`src/rtl/icb_txn_beat_tracker_if.sv`:
```
// Observed SA-side ICB command channel, bundled for the beat tracker.
// master drives the command signals; slave is the passive observer.
interface icb_txn_beat_tracker_if #(
   parameter int WIDTH     = 32,
   parameter int ADDR_W    = 32,
   parameter int ICB_LEN_W = 3
);
   localparam int DW = WIDTH / 8;

   logic                 icb_cmd_valid;
   logic                 icb_cmd_ready;
   logic [ADDR_W-1:0]    icb_cmd_addr;
   logic                 icb_cmd_read;
   logic [ICB_LEN_W-1:0] icb_cmd_len;
   logic [WIDTH-1:0]     icb_cmd_wdata;
   logic [DW-1:0]        icb_cmd_wmask;

   modport master (
      output icb_cmd_valid, icb_cmd_ready, icb_cmd_addr, icb_cmd_read,
             icb_cmd_len, icb_cmd_wdata, icb_cmd_wmask
   );

   modport slave (
      input icb_cmd_valid, icb_cmd_ready, icb_cmd_addr, icb_cmd_read,
            icb_cmd_len, icb_cmd_wdata, icb_cmd_wmask
   );
endinterface

```
`src/rtl/icb_txn_beat_tracker.sv`:
```
// Passive ICB cmd monitor: expands bursts into per-beat records behind a FIFO.
// Define ICB_TRK_ADDR_CHK_EN to check write-burst beat addresses (addr_err).
module icb_txn_beat_tracker #(
   parameter int WIDTH      = 32,
   parameter int ADDR_W     = 32,
   parameter int ICB_LEN_W  = 3,
   parameter int FIFO_DEPTH = 8
) (
   input  logic                   clk,
   input  logic                   rst,
   icb_txn_beat_tracker_if.slave  icb,
   output logic                   txn_valid,
   input  logic                   txn_ready,
   output logic [ADDR_W-1:0]      txn_addr,
   output logic                   txn_read,
   output logic [WIDTH/8-1:0]     txn_wmask,
   output logic [WIDTH-1:0]       txn_wdata,
   output logic                   txn_last,
   output logic                   ovf,
   output logic                   proto_err,
   output logic                   addr_err
);
   localparam int DW    = WIDTH / 8;
   localparam int DW_LG = $clog2(DW);
   localparam int PTR_W = $clog2(FIFO_DEPTH);
   localparam int CNT_W = PTR_W + 1;

   typedef struct packed {
      logic [ADDR_W-1:0]    addr;
      logic                 read;
      logic [ICB_LEN_W-1:0] len;
      logic [DW-1:0]        wmask;
      logic [WIDTH-1:0]     wdata;
      logic                 last;
   } entry_t;

   typedef enum logic {CAP_IDLE, CAP_WBURST} cap_state_t;
   typedef enum logic {EXP_IDLE, EXP_READ}   exp_state_t;

   cap_state_t           cap_state_q, cap_state_d;
   logic [ADDR_W-1:0]    base_q, base_d;
   logic [ICB_LEN_W-1:0] len_q, len_d;
   logic [ICB_LEN_W-1:0] wcnt_q, wcnt_d;
   logic                 proto_err_q, proto_err_d;
   logic                 ovf_q, ovf_d;

   exp_state_t           exp_state_q, exp_state_d;
   logic [ICB_LEN_W-1:0] rd_len_q, rd_len_d;
   logic [ICB_LEN_W-1:0] rd_k_q, rd_k_d;
   logic                 txn_valid_q, txn_valid_d;
   logic [ADDR_W-1:0]    txn_addr_q, txn_addr_d;
   logic                 txn_read_q, txn_read_d;
   logic [DW-1:0]        txn_wmask_q, txn_wmask_d;
   logic [WIDTH-1:0]     txn_wdata_q, txn_wdata_d;
   logic                 txn_last_q, txn_last_d;

   entry_t               mem [FIFO_DEPTH];
   logic [PTR_W-1:0]     wr_ptr_q, wr_ptr_d;
   logic [PTR_W-1:0]     rd_ptr_q, rd_ptr_d;
   logic [CNT_W-1:0]     mem_cnt_q, mem_cnt_d;

   logic                 hs;
   entry_t               cap_entry;
   logic [ADDR_W-1:0]    aligned;
   logic [ADDR_W-1:0]    beat_addr;
   logic                 beat_addr_bad;
   logic [CNT_W-1:0]     occ;
   logic                 rd_last;
   logic                 slot_done;
   logic                 push_ok;
   logic                 load;
   logic                 from_mem;
   logic                 mem_wr;
   logic [ICB_LEN_W-1:0] rd_k_nxt;
   entry_t               nxt;

   assign hs        = icb.icb_cmd_valid & icb.icb_cmd_ready;
   assign aligned   = icb.icb_cmd_addr & ~ADDR_W'(DW - 1);
   assign beat_addr = base_q + (ADDR_W'(wcnt_q) << DW_LG);

   // Occupancy counts the record slot too, so capacity is FIFO_DEPTH entries overall.
   assign occ       = mem_cnt_q + CNT_W'(txn_valid_q);
   assign rd_last   = (exp_state_q == EXP_IDLE) || (rd_k_q == rd_len_q);
   assign slot_done = txn_valid_q & txn_ready & rd_last;
   assign push_ok   = hs & ((occ != CNT_W'(FIFO_DEPTH)) | slot_done);
   assign rd_k_nxt  = rd_k_q + ICB_LEN_W'(1);

   // Capture side: turn each observed handshake into one FIFO entry
   always_comb begin
      cap_state_d   = cap_state_q;
      base_d        = base_q;
      len_d         = len_q;
      wcnt_d        = wcnt_q;
      proto_err_d   = proto_err_q;
      ovf_d         = ovf_q | (hs & ~push_ok);
      beat_addr_bad = 1'b0;
      cap_entry     = '0;
      if (hs) begin
         if (icb.icb_cmd_read) begin
            cap_entry.addr = aligned;
            cap_entry.read = 1'b1;
            cap_entry.len  = icb.icb_cmd_len;
            cap_state_d    = CAP_IDLE;
            if (cap_state_q == CAP_WBURST) proto_err_d = 1'b1;
         end else if (cap_state_q == CAP_IDLE) begin
            cap_entry.addr  = aligned;
            cap_entry.len   = icb.icb_cmd_len;
            cap_entry.wmask = icb.icb_cmd_wmask;
            cap_entry.wdata = icb.icb_cmd_wdata;
            cap_entry.last  = (icb.icb_cmd_len == '0);
            if (icb.icb_cmd_len != '0) begin
               base_d      = aligned;
               len_d       = icb.icb_cmd_len;
               wcnt_d      = ICB_LEN_W'(1);
               cap_state_d = CAP_WBURST;
            end
         end else begin
            // Beats keep counting even when dropped, so later addresses stay right
            cap_entry.addr  = beat_addr;
            cap_entry.wmask = icb.icb_cmd_wmask;
            cap_entry.wdata = icb.icb_cmd_wdata;
            cap_entry.last  = (wcnt_q == len_q);
            wcnt_d          = wcnt_q + ICB_LEN_W'(1);
            beat_addr_bad   = (icb.icb_cmd_addr != beat_addr);
            if (wcnt_q == len_q) cap_state_d = CAP_IDLE;
         end
      end
   end

   // Expander side: refill the record slot from the FIFO head, or straight from capture
   always_comb begin
      exp_state_d = exp_state_q;
      rd_len_d    = rd_len_q;
      rd_k_d      = rd_k_q;
      txn_valid_d = txn_valid_q;
      txn_addr_d  = txn_addr_q;
      txn_read_d  = txn_read_q;
      txn_wmask_d = txn_wmask_q;
      txn_wdata_d = txn_wdata_q;
      txn_last_d  = txn_last_q;
      load        = 1'b0;
      from_mem    = 1'b0;
      nxt         = cap_entry;
      if (~txn_valid_q | slot_done) begin
         if (mem_cnt_q != '0) begin
            load     = 1'b1;
            from_mem = 1'b1;
            nxt      = mem[rd_ptr_q];
         end else if (push_ok) begin
            load = 1'b1;
         end
      end
      mem_wr = push_ok & ~(load & ~from_mem);

      if (load) begin
         txn_valid_d = 1'b1;
         txn_addr_d  = nxt.addr;
         txn_read_d  = nxt.read;
         if (nxt.read) begin
            txn_wmask_d = '0;
            txn_wdata_d = '0;
            txn_last_d  = (nxt.len == '0);
            exp_state_d = EXP_READ;
            rd_len_d    = nxt.len;
            rd_k_d      = '0;
         end else begin
            txn_wmask_d = nxt.wmask;
            txn_wdata_d = nxt.wdata;
            txn_last_d  = nxt.last;
            exp_state_d = EXP_IDLE;
         end
      end else if (slot_done) begin
         txn_valid_d = 1'b0;
         exp_state_d = EXP_IDLE;
      end else if (txn_valid_q & txn_ready) begin
         txn_addr_d = txn_addr_q + ADDR_W'(DW);
         rd_k_d     = rd_k_nxt;
         txn_last_d = (rd_k_nxt == rd_len_q);
      end

      wr_ptr_d  = wr_ptr_q + PTR_W'(mem_wr);
      rd_ptr_d  = rd_ptr_q + PTR_W'(from_mem);
      mem_cnt_d = mem_cnt_q + CNT_W'(mem_wr) - CNT_W'(from_mem);
   end

   always_ff @(posedge clk) begin
      if (rst) begin
         cap_state_q <= CAP_IDLE;
         base_q      <= '0;
         len_q       <= '0;
         wcnt_q      <= '0;
         proto_err_q <= 1'b0;
         ovf_q       <= 1'b0;
         exp_state_q <= EXP_IDLE;
         rd_len_q    <= '0;
         rd_k_q      <= '0;
         txn_valid_q <= 1'b0;
         txn_addr_q  <= '0;
         txn_read_q  <= 1'b0;
         txn_wmask_q <= '0;
         txn_wdata_q <= '0;
         txn_last_q  <= 1'b0;
         wr_ptr_q    <= '0;
         rd_ptr_q    <= '0;
         mem_cnt_q   <= '0;
      end else begin
         cap_state_q <= cap_state_d;
         base_q      <= base_d;
         len_q       <= len_d;
         wcnt_q      <= wcnt_d;
         proto_err_q <= proto_err_d;
         ovf_q       <= ovf_d;
         exp_state_q <= exp_state_d;
         rd_len_q    <= rd_len_d;
         rd_k_q      <= rd_k_d;
         txn_valid_q <= txn_valid_d;
         txn_addr_q  <= txn_addr_d;
         txn_read_q  <= txn_read_d;
         txn_wmask_q <= txn_wmask_d;
         txn_wdata_q <= txn_wdata_d;
         txn_last_q  <= txn_last_d;
         wr_ptr_q    <= wr_ptr_d;
         rd_ptr_q    <= rd_ptr_d;
         mem_cnt_q   <= mem_cnt_d;
      end
   end

   always_ff @(posedge clk) begin
      if (mem_wr) mem[wr_ptr_q] <= cap_entry;
   end

`ifdef ICB_TRK_ADDR_CHK_EN
   logic addr_err_q, addr_err_d;

   always_comb begin
      addr_err_d = addr_err_q;
      if (hs & ~icb.icb_cmd_read & (cap_state_q == CAP_WBURST) & beat_addr_bad) addr_err_d = 1'b1;
   end

   always_ff @(posedge clk) begin
      if (rst) addr_err_q <= 1'b0;
      else     addr_err_q <= addr_err_d;
   end

   assign addr_err = addr_err_q;
`else
   logic unused_addr_chk;
   assign unused_addr_chk = beat_addr_bad;
   assign addr_err        = 1'b0;
`endif

   assign txn_valid = txn_valid_q;
   assign txn_addr  = txn_addr_q;
   assign txn_read  = txn_read_q;
   assign txn_wmask = txn_wmask_q;
   assign txn_wdata = txn_wdata_q;
   assign txn_last  = txn_last_q;
   assign ovf       = ovf_q;
   assign proto_err = proto_err_q;
endmodule

```
`src/flat_wrapper.sv`:
```
// flat-port wrapper written by rule: the top's interface ports become plain ports
module icb_txn_beat_tracker_flat 
#(
   parameter int WIDTH      = 32,
   parameter int ADDR_W     = 32,
   parameter int ICB_LEN_W  = 3,
   parameter int FIFO_DEPTH = 8
)
  (clk, rst, txn_valid, txn_ready, txn_addr, txn_read, txn_wmask, txn_wdata, txn_last, ovf, proto_err, addr_err, icb_icb_cmd_valid, icb_icb_cmd_ready, icb_icb_cmd_addr, icb_icb_cmd_read, icb_icb_cmd_len, icb_icb_cmd_wdata, icb_icb_cmd_wmask);
  icb_txn_beat_tracker_if #(.WIDTH(WIDTH), .ADDR_W(ADDR_W), .ICB_LEN_W(ICB_LEN_W)) icb_i ();
  input  logic clk;
  input  logic rst;
  output logic txn_valid;
  input  logic txn_ready;
  output logic [ADDR_W-1:0] txn_addr;
  output logic txn_read;
  output logic [WIDTH/8-1:0] txn_wmask;
  output logic [WIDTH-1:0] txn_wdata;
  output logic txn_last;
  output logic ovf;
  output logic proto_err;
  output logic addr_err;
  input wire logic [$bits(icb_i.icb_cmd_valid)-1:0] icb_icb_cmd_valid;
  input wire logic [$bits(icb_i.icb_cmd_ready)-1:0] icb_icb_cmd_ready;
  input wire logic [$bits(icb_i.icb_cmd_addr)-1:0] icb_icb_cmd_addr;
  input wire logic [$bits(icb_i.icb_cmd_read)-1:0] icb_icb_cmd_read;
  input wire logic [$bits(icb_i.icb_cmd_len)-1:0] icb_icb_cmd_len;
  input wire logic [$bits(icb_i.icb_cmd_wdata)-1:0] icb_icb_cmd_wdata;
  input wire logic [$bits(icb_i.icb_cmd_wmask)-1:0] icb_icb_cmd_wmask;
  assign icb_i.icb_cmd_valid = icb_icb_cmd_valid;
  assign icb_i.icb_cmd_ready = icb_icb_cmd_ready;
  assign icb_i.icb_cmd_addr = icb_icb_cmd_addr;
  assign icb_i.icb_cmd_read = icb_icb_cmd_read;
  assign icb_i.icb_cmd_len = icb_icb_cmd_len;
  assign icb_i.icb_cmd_wdata = icb_icb_cmd_wdata;
  assign icb_i.icb_cmd_wmask = icb_icb_cmd_wmask;
  icb_txn_beat_tracker #(.WIDTH(WIDTH), .ADDR_W(ADDR_W), .ICB_LEN_W(ICB_LEN_W), .FIFO_DEPTH(FIFO_DEPTH)) u_core (.clk(clk), .rst(rst), .icb(icb_i), .txn_valid(txn_valid), .txn_ready(txn_ready), .txn_addr(txn_addr), .txn_read(txn_read), .txn_wmask(txn_wmask), .txn_wdata(txn_wdata), .txn_last(txn_last), .ovf(ovf), .proto_err(proto_err), .addr_err(addr_err));
endmodule
```
`config.mk`:
```
export PLATFORM = sky130hd
export DESIGN_NAME = icb_txn_beat_tracker_flat
export DESIGN_NICKNAME = d
export VERILOG_FILES = /design/src/rtl/icb_txn_beat_tracker_if.sv /design/src/rtl/icb_txn_beat_tracker.sv /design/src/flat_wrapper.sv
export SDC_FILE = /design/constraint.sdc
export NUM_CORES = 1
export LEC_CHECK = 0
export ABC_AREA = 0
export CORE_MARGIN = 2
export CORE_UTILIZATION = 60
export DETAILED_ROUTE_END_ITERATION = 10
export PLACE_DENSITY = 0.8
export REMOVE_ABC_BUFFERS = 1
export SLEW_MARGIN = 20
export SYNTH_ARGS = -nofsm -noshare
export SYNTH_HDL_FRONTEND = slang
export SYNTH_SLANG_ARGS = --single-unit
```
`constraint.sdc`:
```
create_clock -name clk -period 9.92 [get_ports clk]
set_input_delay 1.984 -clock clk [delete_from_list [all_inputs] [get_ports clk]]
set_output_delay 1.984 -clock clk [all_outputs]
set_load 0.02 [all_outputs]
```
# Yosys cells after proc, flatten, opt, wreduce, memory -nomap -nowiden
# Memory sizes are Yosys's and may differ from the RTL's. A register that Yosys moved wholly into a read port is not among the register bits.
# Index checks and enable logic that the tools add are counted.
[word_totals]
rom_bits = 0
mem_bits_rw = 584
inputBits = 77
latchBits = 0
word_cells = 106
reg_bits = 127
memories = 1
[op_classes]
mul = 0
order_cmp = 0
n_eq_ne = 6
div = 0
n_shift = 0
bitwise_logic = 17
n_reduce_logical = 14
n_addsub = 9
muxes = 41
[memory_table]
columns = ["name", "words", "word_bits", "rd", "rd_ports_with_merged_regs", "wr", "line", "source"]
rows = [
  ["u_core.mem", 8, 73, 1, 1, 1, "icb_txn_beat_tracker.sv:57", "entry_t mem [FIFO_DEPTH];"],
]
[op_table]
columns = ["cell", "n"]
rows = [
  ["73-bit 2-to-1 mux", 3],
  ["32-bit 2-to-1 mux", 6],
  ["37-bit 2-to-1 mux", 1],
  ["32-bit by 3-bit adder with 32-bit output, second input constant", 1],
  ["32-bit by 5-bit adder with 32-bit output", 1],
  ["3-bit 2-to-1 mux", 9],
  ["1-bit 2-to-1 mux", 21],
  ["3-bit == test", 3],
  ["3-bit AND reduction", 3],
  ["4-bit by 1-bit adder with 4-bit output", 2],
  ["1-bit bitwise AND", 7],
  ["1-bit NOT", 7],
  ["3-bit by 1-bit adder with 3-bit output", 2],
  ["3-bit by 1-bit adder with 3-bit output, second input constant", 2],
  ["3-bit logical NOT", 2],
  ["2-bit nonzero test", 3],
  ["4-bit 2-to-1 mux", 1],
  ["2-bit inequality test, second input constant", 2],
  ["4-bit inequality test, second input constant", 1],
  ["2-bit AND reduction", 2],
  ["4-bit AND reduction", 1],
  ["4-bit nonzero test", 1],
  ["4-bit by 1-bit subtractor with 4-bit output", 1],
  ["1-bit OR", 3],
  ["2 further kinds", 2],
]

# Depth between registers and ports, before layout
[depth]
ltp_word = 13
ltp_mapped = 14
mapped_depth_nobuf = 12

# Least setup slack after synthesis
# Ideal clock, no wire load.
[synth_path]
path_type = "input port to flip-flop"
start = "in txn_ready"
end = "mem u_core.mem[1][0] in the netlist's numbering (enable)"
path_buffers = 0
t_arrival_ns = 7.778
t_required_ns = 9.332
setup_time_ns = 0.588
path_stages = 5
setup_slack_ns = 1.554
cell_sequence = "a21boi_0 -> a21oi_1 -> nor3_1 -> nand2_1 -> nor3_1"
[synth_between]
elab_chain_len = 12
word_cells_on_any_way = 15
[synth_lines]
columns = ["element", "line", "source"]
rows = [
  ["start: declaration", "flat_wrapper.sv:14", "input logic txn_ready;"],
  ["1-bit bitwise AND (*) (2 in series)", "icb_txn_beat_tracker.sv:84", "assign slot_done = txn_valid_q & txn_ready & rd_last;"],
  ["1-bit OR", "icb_txn_beat_tracker.sv:85", "assign push_ok = hs & ((occ != CNT_W'(FIFO_DEPTH)) | slot_done);"],
  ["1-bit bitwise AND", "icb_txn_beat_tracker.sv:85", ""],
  ["1-bit 2-to-1 mux", "icb_txn_beat_tracker.sv:149", "end else if (push_ok) begin"],
  ["1-bit 2-to-1 mux", "icb_txn_beat_tracker.sv:145", "if (mem_cnt_q != '0) begin"],
  ["1-bit 2-to-1 mux", "icb_txn_beat_tracker.sv:144", "if (~txn_valid_q | slot_done) begin"],
  ["1-bit bitwise AND", "icb_txn_beat_tracker.sv:153", "mem_wr = push_ok & ~(load & ~from_mem);"],
  ["1-bit NOT", "icb_txn_beat_tracker.sv:153", ""],
  ["1-bit bitwise AND (*)", "icb_txn_beat_tracker.sv:153", ""],
  ["1-bit 2-to-1 mux (*)", "icb_txn_beat_tracker.sv:229", "if (mem_wr) mem[wr_ptr_q] <= cap_entry;"],
  ["1-bit 2-to-1 mux (not written as such) (*)", "icb_txn_beat_tracker.sv:229", ""],
  ["end: declaration", "icb_txn_beat_tracker.sv:57", ""],
]
# Mark *: on every way between the ends. The rest lies on a longest branch, timed or not.

# Final worst setup path
[layout_path]
start = "in txn_ready"
end = "mem u_core.mem[3][27] in the netlist's numbering (enable)"
# Same word-level chain as after synthesis.

==> results.py <==
metrics = {
    "timing": {
        "grt_setup_unrepaired": "no",
        "whs_ps": 462,
        "fmax_mhz": 172,
        "worstMarginPinSlew_ps": 1130,
        "fin_tns_setup_ps": 0,
        "hold_violations": 0,
        "min_period_ps": 5800,
        "maxSlewHeadroom": 0.244,
        "fin_skew_ps": 13.4,
        "timing.final.ws_setup_ps": 4120,
        "post-route-period-util": 0.585,
        "drv_slew": 0,
        "setup_viol": 0,
    },
    "routing": {
        "wl_per_cell_um": 26.3,
        "drc": 0,
        "ant_nets": 0,
        "first_iter_violations": 1983,
        "dr.pass1.iters": 6,
        "vias_per_cell": 6.64,
        "routed_wl_mm": 70.4,
        "routed-via-count": 17800,
    },
    "place": {
        "gp_congestion": 0.887,
        "dp_hpwl_mm": 39.2,
        "dp_slack_ps": 3640,
        "place_area_um2": 31000,
        "place.port_buffers": 145,
    },
    "yosys": {
        "yosysSeqAreaShare": 0.676,
        "synth_seq_cells": 693,
        "synthTopCellsByArea": "edfxtp_1 59%, mux4_2 11%, dfxtp_1 8.7%",
        "synth.most_common_cell": "edfxtp_1",
        "synth_cells": 1872,
        "yosysTopAreaCell": "edfxtp_1",
        "synthFlopType": "edfxtp_1",
        "synth_top_cells_by_count": "568 x edfxtp_1, 140 x mux4_2, 127 x nand2_1",
        "async_flop_share": 0,
        "synth_area_um2": 28900,
        "syn_avg_cell_area_um2": 15.5,
        "synth_warnings": 0,
        "synth-edff-count": 568,
        "synth.distinct_cells": 76,
        "synth_top_area_share": 0.590,
    },
    "clock_network": {
        "cts_root_buf": "clkbuf_16",
        "cts.htree.levels": 3,
        "cts_resized": 0,
        "post_cts_buffers": 0,
        "clock_latency_ps": 590,
        "ctsHoldBuffers": 0,
        "clk_pin_slew_ps": 60,
        "cts_num_sinks": 693,
        "max-clock-path-buffers": 3,
        "cts_made_buffers": 70,
        "cts_tree": "done",
    },
    "die": {
        "dieArea_um2": 50000,
        "row_count": 80,
        "core_um2": 47600,
        "die_height_um": 224,
        "die_w_um": 224,
        "start_util": 0.607,
        "num_io_pins": 151,
    },
    "finish": {
        "multiInputGateArea_um2": 8840,
        "syn2layout_area_growth_pct": 15.5,
        "fill_cells": 2961,
        "fin_util": 0.701,
        "register_area_um2": 19600,
        "stdcell_area_um2": 33400,
        "drive_gt1_frac": 0.159,
        "final_nets": 2099,
    },
    "worst_setup_path": {
        "r2r-start": "u_core.txn_valid$_SDFFE_PP0P_",
        "path_cells": "clkdlybuf4s50_1 > a21boi_0 > a21oi_1 > nor3_1 > nand2_1 > nor2_4 > buf_4",
        "end_kind": "flip-flop",
        "crit_path_start_kind": "input pin",
        "reg2reg_slack_ps": 5470,
        "worstPathRequired_ps": 10130,
        "critPathMaxFanout": 46,
        "criticalPathCategory": "in -> reg",
        "slowest_stage": "nor2_4",
        "cp.arrival_ps": 6010,
        "rr_worst_depth": 9,
        "reg2reg_to": "u_core.mem[3][27]$_DFFE_PP_",
        "max_stage_delay_ps": 900,
    },
    "hold_path": {
        "hp-class": "reg -> reg",
        "hp-start": "u_core.base_q[2]$_SDFFE_PP0P_",
        "holdPathStages": 2,
        "hold_path_end": "u_core.base_q[2]$_SDFFE_PP0P_",
    },
    "global_routing": {
        "grt.overflow.total": 0,
        "grtUsageTotal": 0.285,
        "grt_pass1_vias": 18100,
        "grt_pass1_wl_mm": 106,
        "antenna_found_initial": 2,
        "grt_max_degree": 124,
    },
    "power": {
        "power_density_nw_per_um2": 262,
        "irDropWorstVdd_uv": 203,
        "p_leak_nw": 10.5,
    },
    "run": {
        "drv_cap": 0,
    },
    "status": {
        "status": "complete, no violations",
    },
}
==> cells by family (layout without fill, tap and decap cells) <==
logic type / Yosys count / after routing / synth area share
AOI/OAI and AO/OA: 319 / 319 / 0.0738
adders and majority gates: 20 / 20 / 0.00917
DFF: 693 / 693 / 0.676
xor gates and xnor gates: 33 / 33 / 0.00999
muxes: 211 / 211 / 0.134
and+or+nand+nor: 445 / 445 / 0.0749
buffers and inverters: 150 / 332 / 0.0221
other: 1 / 4 / 0.000130
==> sequential cells by signal, summed over array words and instances (netlist names), 3 cells and up <==
name / flops
u_core.base_q: 30
u_core.mem_cnt_q: 4
u_core.mem: 568
u_core.wcnt_q: 3
u_core.len_q: 3
u_core.rd_k_q: 3
u_core.rd_ptr_q: 3
u_core.wr_ptr_q: 3
u_core.txn_wmask: 4
u_core.txn_wdata: 32
u_core.txn_addr: 30
u_core.rd_len_q: 3
==> worst max-delay path, delay by kind of cell <==
family	cells	cell delay (ps)
buffers and inverters	2	1270
AND/OR/NAND/NOR	3	1890
AO/OA/AOI/OAI	2	800
==> report_power, final <==
part / leakage (nW) / internal, mW / switching [mW] / total [mW]
sequential: 6.22 / 3.34 / 0.187 / 3.53
combinational: 3.14 / 1.06 / 1.43 / 2.49
clock: 1.18 / 1.66 / 1.09 / 2.75
total: 10.5 / 6.06 / 2.70 / 8.76
==> routing by layer <==
metal  vias up  track usage  part of all wire
li1       7639            -                 -
met1      8893        0.377              0.38
met2      1034        0.481              0.50
met3       183       0.0531             0.089
met4         2       0.0983             0.033
met5         -            0           0.00018
==> metrics by stage <==
stage	power, mW	instances
after floorplan	5.38	1749
final	8.76	2672
after CTS	8.78	2670
after detailed placement	6.02	2544
after global placement	5.96	2544
after global routing	9.09	2671
==> area by class of cell <==
class                      count  area share
sequential                   693       0.586
multi-input combinational   1031       0.264
clock buffer                  95      0.0593
timing repair buffer         181      0.0524
tap                          615      0.0230
clock inverter                31      0.0122
inverter                      25     0.00281
antenna                        1   0.0000749
==> worst max path at each step <==
stage,start,endpoint,slack [ps]
final,txn_ready,u_core.mem[3][27]$_DFFE_PP_,4120
after global routing,txn_ready,u_core.mem[3][9]$_DFFE_PP_,4000
after CTS,txn_ready,u_core.mem[3][27]$_DFFE_PP_,4240
after detailed placement,txn_ready,u_core.mem[3][20]$_DFFE_PP_,3640
after global placement,txn_ready,u_core.mem[3][9]$_DFFE_PP_,3770
after floorplan,txn_ready,u_core.mem[1][0]$_DFFE_PP_,1550
==> cells in the final DEF, fill, tap and decap left out, types with 4 or more instances in the layout <==
cell / n
nor2_1: 97
dfxtp_1: 122
and2_1: 46
o31ai_1: 10
o21ai_0: 72
ha_1: 18
clkbuf_8: 7
mux4_2: 140
mux2i_1: 68
clkinv_1: 4
nor2_4: 6
bufinv_16: 10
and3_1: 14
xnor2_1: 22
a31oi_1: 14
nand4_1: 15
nand2b_1: 6
clkdlybuf4s50_1: 144
clkbuf_16: 73
o211ai_1: 15
nor2b_1: 9
a311oi_1: 6
nor3_1: 53
clkinv_2: 16
clkbuf_1: 15
a32oi_1: 4
or4_1: 7
nand2_1: 126
o31a_1: 4
buf_4: 34
and4_1: 9
xor2_1: 11
nor4_1: 7
edfxtp_1: 568
nand3_1: 30
a211oi_1: 54
inv_1: 24
a211o_1: 10
a2111oi_0: 4
a21oi_1: 79
(Power assumes the default switching activity.)
